[config.mk]
export PLATFORM = sky130hd
export DESIGN_NAME = fetch_stage
export DESIGN_NICKNAME = d
export VERILOG_FILES = /design/src/rtl/fetch_stage.sv
export SDC_FILE = /design/constraint.sdc
export NUM_CORES = 1
export LEC_CHECK = 0
export BUFFER_PORTS_ARGS = -buffer_cell sky130_fd_sc_hd__buf_2
export CAP_MARGIN = 30
export CORE_MARGIN = 2
export CORE_UTILIZATION = 35
export CTS_CLUSTER_SIZE = 25
export DETAILED_ROUTE_END_ITERATION = 12
export SLEW_MARGIN = 20
export SYNTH_ARGS = -nofsm -noshare
export SYNTH_HDL_FRONTEND = slang
export SYNTH_SLANG_ARGS = --single-unit
[constraint.sdc]
create_clock -name clk -period 3.1 [get_ports clk]
set_input_delay 0.31 -clock clk [delete_from_list [all_inputs] [get_ports clk]]
set_output_delay 0.31 -clock clk [all_outputs]
set_load 0.03 [all_outputs]
[src/rtl/fetch_stage.sv]
// Instruction-fetch stage: owns the program counter, addresses the
// combinational instruction memory and loads the IF/ID pipeline register.
// Priority per edge: branch redirect, stall, flush, halted, normal fetch.
module fetch_stage #(
    parameter int                   ADDR_W    = 22,
    parameter int                   INSTR_W   = 22,
    parameter int                   LAST_ADDR = 400,
    parameter logic [INSTR_W-1:0]   NOP_INSTR = {INSTR_W{1'b0}},
    parameter int                   CNT_W     = 32
) (
    input  logic                clk,
    input  logic                reset,
    input  logic                stall_f,
    input  logic                flush_d,
    input  logic                branch_taken,
    input  logic [ADDR_W-1:0]   branch_target,
    output logic [ADDR_W-1:0]   imem_addr,
    input  logic [INSTR_W-1:0]  imem_rd,
    output logic [ADDR_W-1:0]   pc,
    output logic [INSTR_W-1:0]  instr_d,
    output logic [ADDR_W-1:0]   pc_d,
    output logic [ADDR_W-1:0]   pcplus4_d,
    output logic                valid_d,
    output logic                halted,
    output logic [CNT_W-1:0]    fetch_count
);

    localparam logic [ADDR_W-1:0] LAST_A  = ADDR_W'(LAST_ADDR);
    localparam logic [ADDR_W-1:0] PC_STEP = ADDR_W'(4);
    localparam logic [CNT_W-1:0]  CNT_ONE = CNT_W'(1);

    logic [ADDR_W-1:0]  fetch_pc_q,   fetch_pc_d;
    logic [INSTR_W-1:0] ifid_instr_q, ifid_instr_d;
    logic [ADDR_W-1:0]  ifid_pc_q,    ifid_pc_d;
    logic [ADDR_W-1:0]  ifid_pc4_q,   ifid_pc4_d;
    logic               ifid_valid_q, ifid_valid_d;
    logic               halted_q,     halted_d;
    logic [CNT_W-1:0]   fetch_cnt_q,  fetch_cnt_d;
    logic [ADDR_W-1:0]  pc_plus4_s;

    // Next-state selection for the PC, IF/ID register, halt flag and counter.
    always_comb begin
        pc_plus4_s   = fetch_pc_q + PC_STEP;
        fetch_pc_d   = fetch_pc_q;
        ifid_instr_d = ifid_instr_q;
        ifid_pc_d    = ifid_pc_q;
        ifid_pc4_d   = ifid_pc4_q;
        ifid_valid_d = ifid_valid_q;
        halted_d     = halted_q;
        fetch_cnt_d  = fetch_cnt_q;

        if (branch_taken) begin
            // Redirect always wins; target is forced word-aligned.
            fetch_pc_d   = {branch_target[ADDR_W-1:2], 2'b00};
            ifid_instr_d = NOP_INSTR;
            ifid_valid_d = 1'b0;
            halted_d     = 1'b0;
        end else if (stall_f) begin
            // Everything holds (defaults).
            fetch_pc_d = fetch_pc_q;
        end else if (flush_d) begin
            if (!halted_q) begin
                fetch_pc_d = pc_plus4_s;
            end else begin
                fetch_pc_d = fetch_pc_q;
            end
            ifid_instr_d = NOP_INSTR;
            ifid_valid_d = 1'b0;
        end else if (halted_q) begin
            ifid_instr_d = NOP_INSTR;
            ifid_valid_d = 1'b0;
        end else if (fetch_pc_q > LAST_A) begin
            // Landed beyond the program (e.g. via a branch): stop without delivering.
            halted_d     = 1'b1;
            ifid_instr_d = NOP_INSTR;
            ifid_valid_d = 1'b0;
        end else begin
            ifid_instr_d = imem_rd;
            ifid_pc_d    = fetch_pc_q;
            ifid_pc4_d   = pc_plus4_s;
            ifid_valid_d = 1'b1;
            fetch_cnt_d  = fetch_cnt_q + CNT_ONE;
            if (pc_plus4_s > LAST_A) begin
                // Last word delivered; PC parks on it.
                halted_d   = 1'b1;
                fetch_pc_d = fetch_pc_q;
            end else begin
                fetch_pc_d = pc_plus4_s;
            end
        end
    end

    // State registers with asynchronous reset.
    always_ff @(posedge clk or posedge reset) begin
        if (reset) begin
            fetch_pc_q   <= {ADDR_W{1'b0}};
            ifid_instr_q <= NOP_INSTR;
            ifid_pc_q    <= {ADDR_W{1'b0}};
            ifid_pc4_q   <= {ADDR_W{1'b0}};
            ifid_valid_q <= 1'b0;
            halted_q     <= 1'b0;
            fetch_cnt_q  <= {CNT_W{1'b0}};
        end else begin
            fetch_pc_q   <= fetch_pc_d;
            ifid_instr_q <= ifid_instr_d;
            ifid_pc_q    <= ifid_pc_d;
            ifid_pc4_q   <= ifid_pc4_d;
            ifid_valid_q <= ifid_valid_d;
            halted_q     <= halted_d;
            fetch_cnt_q  <= fetch_cnt_d;
        end
    end

    assign imem_addr   = fetch_pc_q;
    assign pc          = fetch_pc_q;
    assign instr_d     = ifid_instr_q;
    assign pc_d        = ifid_pc_q;
    assign pcplus4_d   = ifid_pc4_q;
    assign valid_d     = ifid_valid_q;
    assign halted      = halted_q;
    assign fetch_count = fetch_cnt_q;

endmodule

# Yosys cells after proc, flatten, opt, wreduce, memory -nomap -nowiden
# Cells that the tools add are included.
[word_totals] output_inout_bits=144 register_bits=122 in_bits=49 word_cells=47
[op_classes] n_mux=23 bitwise_logic=5 add_sub_neg=2 n_reduce_logical=3 magnitude_cmp=2 eq_ne=5
[op_table] operator="$mux 22" count=12
[op_table] operator="$gt 22x9->1 const B" count=2
[op_table] operator="$add 32x1->32 const B" count=1
[op_table] operator="$add 22x3->22 const B" count=1
[op_table] operator="$mux 1" count=11
[op_table] operator="$ne 3x3->1 const B" count=2
[op_table] operator="$not 1->1" count=5
[op_table] operator="$reduce_and 5->1" count=1
[op_table] operator="$ne 2x1->1 const B" count=2
[op_table] operator="$reduce_and 4->1" count=1
[op_table] operator="$ne 2x2->1 const B" count=1
[op_table] operator="$reduce_and 2->1" count=1

# Depth between registers and ports, before layout
# Gate-level depths: netlist (run 1).
[depth] word_depth=8 depth_mapped=10 mapped_depth_nobuf=8

# Worst setup path after synthesis (run 1)
# Ideal clock, no wire load.
[synth_timing] path_kind="register to register" startpoint="register fetch_pc_q[2], in the netlist imem_addr[2]" endpoint="register fetch_pc_q[2], in the netlist imem_addr[2]" period_less_slack_ns=2.778 setup_ns=0.082 path_buffers=3 stages_incl_launch_ff=11 required_ns=3.018 path_slack_ns=0.322 arrival_time_ns=2.696 path_cell_list="dfrtp_1 ha_1 clkbuf_1 or3b_2 o22ai_1 a31oi_1 a221oi_4 buf_6 buf_2 o21ai_0 a31oi_1"
[synth_via] elab_chain_len=7 word_cells_on_any_way=13 cone_classes="add/sub (1); order compare (2); eq/ne (2); mux (7); reduce/logical (1)"
[synth_lines] item="start: declaration" line_no="32" rtl="logic [ADDR_W-1:0] fetch_pc_q, fetch_pc_d;"
[synth_lines] item="start signal: assignment" line_no="96" rtl="fetch_pc_q <= {ADDR_W{1'b0}};"
[synth_lines] item="start signal: assignment" line_no="104" rtl="fetch_pc_q <= fetch_pc_d;"
[synth_lines] item="parallel branches: the longest is 7 deep, another holds $add 22x3->22"
# Parallel ways; which one is timed is not known. The select of a mux whose other input is x is not followed.
# A chain may end at the register's enable or synchronous reset.

# Worst setup path in the final report (run 1)
[layout_timing] startpoint="register fetch_pc_q[3], in the netlist imem_addr[3]" endpoint="register fetch_pc_q[5], in the netlist imem_addr[5]"
# The elaborated chain is that of the path after synthesis.

==> flow_summary.toml, run 1 <==
[cells_and_area]
layout.nets = 748
regArea_mm2 = 0.00290
area_delta_synth_final_pct = 28.5
multiInputGateArea_mm2 = 0.00220
layout-drive-gt1-share_pct = 34.5
antenna_cells = 0
final_cells = 895
fill_cells = 1447

[global_routing]
grt_max_degree = 56
grt_first_pass_wirelength_um = 22700
grt_pass1_vias = 4355
track_usage_pct = 17.4
antenna_found_initial = 1
gr-total-overflow = 0

[clock_tree]
clockBufferDepth = 2
cts_tree = "done"
cts_buffers = 17
h-tree-depth = 4
clk_latency_ns = 0.41
cts.sinks = 116
cts_resized = 0
cts.clk_slew.worst_paths_ns = 0.06
cts-root-buf = "clkbuf_16"

[yosys]
synth_common_cells = "dfrtp_1, nand2_1, nor2_1"
synth_edf_count = 0
syn_inst = 528
synthDistinctLibCells = 49
synth_seq_area_share_pct = 53.2
yosysMostFrequentCell = "dfrtp_1"
synthFlopType = "dfrtp_1"
yosysWarnings = 0
yosys_register_bits = 116
synth_top_area_share_pct = 53.2
avgSynthCellArea_um2 = 10.3
async_flop_share_pct = 100
yosys-top-cells-area = "dfrtp_1, xnor2_1, nand2_1"
syn_area_mm2 = 0.00546
yosysTopAreaCell = "dfrtp_1"

[power_and_ir_drop]
power.density_mw_per_mm2 = 538
power_leakage_nw = 3.61
ir_drop_v = 0.000381

[routing]
wirelength_um = 14000
detail_route.iter0.violations = 276
drt_pass1_iterations = 4
drc = 0
viasPerCell = 5.11
postRouteAntennaNets = 0
vias = 4575
routedWlPerCell_um = 15.7

[timing]
setup_viol_count_final = 0
worst_slew_pin_slew_ns = 0.598
rsz0062_at_grt = "no"
fin_crit_sh_pct = 90.2
period_needed_ns = 2.80
tns_ns = 0
fmax_mhz = 358
max-slew-margin-rel_pct = 59.8
hold_viol = 0
slew_viol_final = 0
fin_skew_ns = 0.00755

[job]
max_cap_violations = 0

[critical_path]
worst_setup_path_end_kind = "flop"
reg2reg_to = "imem_addr[5]$_DFFE_PP0P_"
crit_required_ns = 3.43
r2r-start = "imem_addr[3]$_DFFE_PP0P_"
cp.arrival_ns = 3.13
critPathLaunchType = "flop"
critPathKind = "reg2reg"
r2r_slack_ns = 0.30
rr_worst_depth = 8
cp_max_fo = 35

[floorplanning]
die_area_mm2 = 0.0166
core_mm2 = 0.0152
io_pins = 193
row_count = 45
initial_core_util_pct = 35.9
die_h_um = 129
die_w_um = 129

[worst_hold_path]
timing.hold.worst_path_depth = 3
whs_endpoint = "imem_addr[16]$_DFFE_PP0P_"
hp-start = "branch_target[16]"
min_path_type = "in2reg"

[place]
place_hpwl_um = 10000
numPortBuffers = 182
dp.cells = 860
place_congestion = 0.806

[run_status]
status = "finished clean"
## flip-flops by register name, summed over array words and instances (netlist names)
signal       count
valid_d          1
pc_d            20
halted           1
pcplus4_d       20
fetch_count     32
instr_d         22
imem_addr       20
## cell families after synthesis
| logic type | Yosys count | share of synthesized area [%] |
|---|---|---|
| AND/OR/NAND/NOR | 212 | 21.0 |
| buffers and inverters | 71 | 7.04 |
| other | 1 | 0.0687 |
| flip-flops | 116 | 53.2 |
| AO/OA/AOI/OAI | 87 | 11.8 |
| adder cells (fa/ha/maj) | 5 | 1.15 |
| XOR/XNOR | 36 | 5.78 |
## stage by stage
stage / area, um^2 / hold WS [ns] / power [W] / setup slack (ns) / util, %
floorplan: 5490 / 0.430 / 0.00193 / 0.322 / -
global placement: 6430 / 0.452 / 0.00204 / 0.414 / 42.3
detailed placement: 6430 / 0.461 / 0.00204 / 0.353 / 42.3
CTS: 6970 / 0.0871 / 0.00382 / 0.330 / 45.8
global route: 7010 / 0.100 / 0.00393 / 0.107 / 46.1
finish: 7010 / 0.103 / 0.00377 / 0.305 / 46.1
## metal layers
layer  vias to the layer above  GRT usage (%)  wire [um]
li1                       2167              -          -
met1                      2232           24.0       6420
met2                       162           26.1       6430
met3                        14           5.36       1010
met4                         0           6.14        160
met5                         -              0          0
## area by class of cell
class,instances,area share [%]
repair buffers,200,15.6
flip-flops and latches,116,41.4
well taps,188,3.36
clock inverters,14,1.50
multi-input cells,348,31.4
clock buffers,18,6.12
inverters,11,0.643
## power breakdown
part	internal, W	total, W	switching [W]
clock	0.00102	0.00175	0.000723
sequential	0.00154	0.00159	0.0000461
combinational	0.000137	0.000435	0.000299
## worst max-delay path, stage by stage (launching register included)
cell and delay [ns]:
dfrtp_1 0.51, ha_1 0.43, a21oi_1 0.12, o21ba_2 0.22, a31oi_1 0.39, a221oi_4 0.14
buf_12 0.20, or4_1 0.51, a31oi_1 0.19
## repair_timing
| action | 4_1_cts | 5_1_grt |
|---|---|---|
| buffers inserted | 0 | 0 |
| hold buffers | 0 | 1 |
| hold endpoints to repair | 0 | 5 |
## cells in the final DEF (no fill, tap or decap), drive strengths merged, types with 18 or more instances in the layout
cell,netlist,layout
nor2,29,29
dfrtp,116,116
nand2,62,62
clkbuf,26,18
xnor2,28,28
and2,28,28
or4,19,19
nand3,23,23
a22o,21,21
buf,34,199
a31oi,19,19
## worst max-delay path by stage
stage	startpoint	endpoint	slack, ns
5_1_grt	imem_addr[3]$_DFFE_PP0P_	imem_addr[20]$_DFFE_PP0P_	0.11
3_3_place_gp	imem_addr[3]$_DFFE_PP0P_	imem_addr[5]$_DFFE_PP0P_	0.41
3_5_place_dp	imem_addr[3]$_DFFE_PP0P_	imem_addr[15]$_DFFE_PP0P_	0.35
6_report	imem_addr[3]$_DFFE_PP0P_	imem_addr[5]$_DFFE_PP0P_	0.30
4_1_cts	imem_addr[3]$_DFFE_PP0P_	imem_addr[5]$_DFFE_PP0P_	0.33
2_1_floorplan	imem_addr[2]$_DFFE_PP0P_	imem_addr[2]$_DFFE_PP0P_	0.32
No activity file was read; power rests on OpenSTA's default activity.
==> inputs of run 2 (changes only) <==
- PLACE_DENSITY_LB_ADDON: default -> 0.12
==> flow_summary.toml, run 2 (synthesized netlist as in run 1, its figures left out) <==
[run_status]
status = "finished clean"

[cells_and_area]
layout.nets = 745
final_common_cell = "buf_2"
area_delta_synth_final_pct = 28.8
layout_common_cells = "buf_2, dfrtp_1, nand2_1"
layout-drive-gt1-share_pct = 34.4
largest_reg_flops = 32
final_cells = 892

[critical_path]
worstSetupStartpoint = "imem_addr[3]$_DFFE_PP0P_"
rr_worst_depth = 10
cp_max_fo = 37
r2r-start = "imem_addr[3]$_DFFE_PP0P_"
worst_setup_path_end_kind = "flop"
cp.arrival_ns = 3.10
critPathKind = "reg2reg"
critPathLaunchType = "flop"
r2r_slack_ns = 0.32
crit_required_ns = 3.42
reg2reg_to = "imem_addr[6]$_DFFE_PP0P_"

[timing]
period_needed_ns = 2.78
setup_viol_count_final = 0
slew_viol_final = 0
fmax_mhz = 360
hold_viol = 0
fin_skew_ns = 0.00884
fin_crit_sh_pct = 89.6
max-slew-margin-rel_pct = 51.9
tns_ns = 0
worst_slew_pin_slew_ns = 0.720
rsz0062_at_grt = "no"

[power_and_ir_drop]
power_leakage_nw = 3.61
power.density_mw_per_mm2 = 569
ir_drop_v = 0.000347

[routing]
viasPerCell = 5.10
detail_route.iter0.violations = 191
drc = 0
drt_pass1_iterations = 4
vias = 4545
routedWlPerCell_um = 15.9
postRouteAntennaNets = 0
wirelength_um = 14200

[global_routing]
grt_pass1_vias = 4227
antenna_found_initial = 1
gr-total-overflow = 0
track_usage_pct = 17.2
grt_max_degree = 51
grt_first_pass_wirelength_um = 22300

[worst_hold_path]
min_path_type = "in2async"

[place]
place_congestion = 0.799
dp.cells = 860
numPortBuffers = 182
place_hpwl_um = 10100

[clock_tree]
cts-root-buf = "clkbuf_16"
clockBufferDepth = 2
cts.clk_slew.worst_paths_ns = 0.05
cts_resized = 0
h-tree-depth = 4
cts_tree = "done"
clk_latency_ns = 0.41
cts.sinks = 116
cts_hold_buf = 0
cts_buffers = 17
cts_setup_buffers = 0

[floorplanning]
io_pins = 193
die_w_um = 129
row_count = 45
core_mm2 = 0.0152
initial_core_util_pct = 35.9
die_h_um = 129
die_area_mm2 = 0.0166

[job]
max_cap_violations = 0
run 2: cell types whose count changed in the layout (fill, tap and decap cells not counted):
cell,previous run,this run
dlygate4sd3_1,1,0
clkinvlp_4,3,5
clkbuf_1,1,0
bufinv_16,0,3
buf_8,1,0
clkinv_4,5,1
buf_12,3,2
inv_6,3,1
clkbuf_8,0,1
diode_2,0,1
run 2: worst max path at each step:
| stage | depth (start not counted) | endpoint | slack, ns |
|---|---|---|---|
| final | 10 | imem_addr[6]$_DFFE_PP0P_ | 0.32 |
| after global routing | 9 | fetch_count[28]$_DFFE_PP0P_ | 0.12 |
| after CTS | 9 | fetch_count[30]$_DFFE_PP0P_ | 0.32 |
| after detailed placement | 9 | fetch_count[30]$_DFFE_PP0P_ | 0.34 |
| after global placement | 9 | fetch_count[30]$_DFFE_PP0P_ | 0.37 |
| after floorplan | 10 | imem_addr[2]$_DFFE_PP0P_ | 0.32 |
run 2: area by class of cell:
type                    count  area, um^2
fillers                  1490        8170
flip-flops and latches    116        2900
multi-input cells         348        2200
repair buffers            197        1050
clock buffers              18         439
well taps                 188         235
clock inverters            13         158
inverters                  11        45.0
diodes                      1        2.50
run 2: per-stage QoR:
step | setup WS (ns) | power, W | util [%] | area [um^2] | hold slack (ns)
after floorplan | 0.322 | 0.00193 | - | 5490 | 0.430
after global placement | 0.372 | 0.00204 | 42.3 | 6430 | 0.448
after detailed placement | 0.342 | 0.00205 | 42.3 | 6430 | 0.463
after CTS | 0.317 | 0.00404 | 46.2 | 7030 | 0.0239
after global routing | 0.121 | 0.00415 | 46.2 | 7030 | 0.0656
final | 0.322 | 0.00400 | 46.2 | 7030 | 0.0119
run 2: power by group:
part | switching [W] | internal [W] | total, W
Combinational | 0.000292 | 0.000132 | 0.000424
Clock | 0.000703 | 0.00128 | 0.00198
Sequential | 0.0000540 | 0.00154 | 0.00159
Total | 0.00105 | 0.00295 | 0.00400
run 2: per-layer routing:
metal  GRT usage, %  vias up  routed length, um
li1               -     2161                  -
met1           24.1     2200               6780
met2           25.5      167               6370
met3           4.82       17                824
met4           6.59        0                242
met5              0        -                  0
run 2: worst max-delay path: stages (launching register included):
cell,delay [ns]
dfrtp_1,0.42
buf_4,0.17
inv_1,0.09
ha_1,0.17
nor2b_1,0.05
o31ai_1,0.48
and4_4,0.35
a221oi_4,0.07
buf_12,0.19
or4_1,0.50
a31oi_1,0.19
==> inputs of run 3 (changes only) <==
- ABC_AREA: default -> 1
- ABC_CLOCK_PERIOD_IN_PS: default -> 3100
==> flow_summary.toml, run 3 <==
[yosys]
yosysWarnings = 0
synth_top_area_share_pct = 49.7
yosys_register_bits = 116
synthDistinctLibCells = 30
synth_edf_count = 0
syn_inst = 698
yosys-top-cells-area = "dfrtp_1, nand2_1, nor2_1"
synth_common_cells = "nand2_1, dfrtp_1, nor2_1"
synth_seq_area_share_pct = 49.7
async_flop_share_pct = 100
yosysMostFrequentCell = "nand2_1"
syn_area_mm2 = 0.00584
synthFlopType = "dfrtp_1"
yosysTopAreaCell = "dfrtp_1"
avgSynthCellArea_um2 = 8.37

[critical_path]
path_common_cell = "nand2_1"
crit_required_ns = 3.45
critical-path-max-stage-delay_ns = 0.58
crit_family = "simple AND/OR/NAND/NOR gates"
worstPathCellList = "ha_1 > nand2_1 > nor2_4 > nand3_2 > nand2_1 > nand2_1 > nor2_1 > nand2_1 > nor2_1 > nand3_2 > nand2_2 > buf_4 > nand4_1 > nand2_1"
critPathKind = "reg2reg"
cp_max_fo = 20
worst_setup_path_end_kind = "flop"
critPathLaunchType = "flop"
crit_buf_inv = 1
slowest_stage = "dfrtp_1"
cp.arrival_ns = 2.94

[clock_tree]
cts_tree = "done"
cts-root-buf = "clkbuf_16"
cts_hold_buf = 0
cts_buffers = 17
clockBufferDepth = 2
cts.clk_slew.worst_paths_ns = 0.06
cts_resized = 0
cts_setup_buffers = 0
cts.sinks = 116
h-tree-depth = 4
clk_latency_ns = 0.41

[power_and_ir_drop]
power_frac_seq_pct = 35.7
p_sw_share_pct = 32.6
power.density_mw_per_mm2 = 658
p_sw_w = 0.00160
power_frac_clock_pct = 44.1
power_leakage_nw = 4.09
finalPower_w = 0.00493
internal_power_w = 0.00332
combPwrFrac_pct = 20.2
ir_drop_v = 0.000382

[cells_and_area]
final_common_cell = "buf_2"
antenna_cells = 0
layout.nets = 917
multiInputGateArea_mm2 = 0.00236
regArea_mm2 = 0.00290
fill_cells = 1724
layout-drive-gt1-share_pct = 28.1
area_delta_synth_final_pct = 28.1
largest_reg_flops = 32
layout_common_cells = "buf_2, nand2_1, dfrtp_1"

[routing]
drc = 0
detail_route.iter0.violations = 217
vias = 5181
drt_pass1_iterations = 5
routedWlPerCell_um = 14.3
wirelength_um = 15700
viasPerCell = 4.73
postRouteAntennaNets = 0

[run_status]
status = "finished clean"

[floorplanning]
core_mm2 = 0.0165
die_area_mm2 = 0.0177
die_w_um = 133
die_h_um = 133
initial_core_util_pct = 35.5
io_pins = 193
row_count = 47

[place]
place_hpwl_um = 11200
numPortBuffers = 182
place_congestion = 0.860

[global_routing]
grt_first_pass_wirelength_um = 25700
grt_max_degree = 87
grt_pass1_vias = 5019
track_usage_pct = 18.1
gr-total-overflow = 0
antenna_found_initial = 0

[timing]
setup_viol_count_final = 0
tns_ns = 0
hold_viol = 0
fin_crit_sh_pct = 83.5
slew_viol_final = 0
max-slew-margin-rel_pct = 51.6
fin_skew_ns = 0.00813
rsz0062_at_grt = "no"
period_needed_ns = 2.59
fmax_mhz = 386
worst_slew_pin_slew_ns = 0.724

[job]
max_cap_violations = 0

[worst_hold_path]
min_path_type = "in2async"
[run 3: cell types whose count changed after synthesis, moves of 10 or more]
cell	before	now
a31oi_1	19	9
and2_1	28	0
and3_1	11	0
clkbuf_1	26	14
inv_1	10	74
nand2_1	62	176
nand4_1	13	36
nor2_1	29	84
nor3_1	4	15
o31ai_1	16	0
or4_1	18	0
xnor2_1	28	11
xor2_1	8	23
[run 3: cells by family (layout without fill, tap and decap cells)]
kind of cell               after synthesis  in the layout  synth area share [%]
AOI/OAI and AO/OA                       53             53                  6.12
xor gates and xnor gates                34             34                  5.10
and+or+nand+nor                        362            362                  27.4
DFF                                    116            116                  49.7
buffers and inverters                  127            298                  10.5
adders and majority gates                5              5                  1.07
other                                    1              8                0.0642
[run 3: power by group through the flow]
stage | sequential [W] | clock, W | combinational (W)
finish | 0.00176 | 0.00217 | 0.000993
global route | 0.00178 | 0.00231 | 0.00108
CTS | 0.00176 | 0.00223 | 0.00100
detailed placement | 0.00179 | 0 | 0.000999
global placement | 0.00178 | 0 | 0.000997
floorplan | 0.00196 | 0 | 0.000585
[run 3: final timing paths]
| kind | start | end | slack [ns] | cells past startpoint |
|---|---|---|---|---|
| worst max-delay path | imem_addr[2]$_DFFE_PP0P_ | imem_addr[11]$_DFFE_PP0P_ | 0.51 | 14 |
| worst min-delay path | reset | pc_d[7]$_DFFE_PP0P_ | 0.009 | 2 |
| worst max register to register | imem_addr[2]$_DFFE_PP0P_ | imem_addr[11]$_DFFE_PP0P_ | 0.51 | 14 |
| worst min register to register | valid_d$_DFFE_PP0N_ | valid_d$_DFFE_PP0N_ | 0.47 | 2 |
| max in group asynchronous | reset | imem_addr[21]$_DFFE_PP0P_ | 2.20 | 3 |
| min in group clk | imem_rd[20] | instr_d[20]$_DFFE_PP0N_ | 0.11 | 2 |
[run 3: metrics by stage]
step	hold slack (ns)	std cells	utilization, %	setup slack [ns]	cell area [um^2]
2_1_floorplan	0.443	705	-	0.840	5870
3_3_place_gp	0.452	1064	41.4	0.390	6820
3_5_place_dp	0.462	1064	41.4	0.337	6820
4_1_cts	0.0295	1096	45.4	0.319	7480
5_1_grt	0.0510	1096	45.5	0.212	7480
6_report	0.00910	1096	45.5	0.512	7480
[run 3: cell type report]
| type | count | share of cell area, % |
|---|---|---|
| sequential | 116 | 38.8 |
| tap | 220 | 3.68 |
| multi-input combinational | 462 | 31.5 |
| clock buffer | 17 | 5.68 |
| inverter | 74 | 3.76 |
| timing repair buffer | 192 | 13.5 |
| clock inverter | 15 | 3.06 |
[run 3: metal layers]
metal  share of wire [%]  track usage, %  up-vias
met4                 1.3            6.97        0
met5                   0               0        -
met1                  46            24.3     2436
met2                  47            28.9      177
met3                 5.6            3.96       18
li1                    -               -     2550
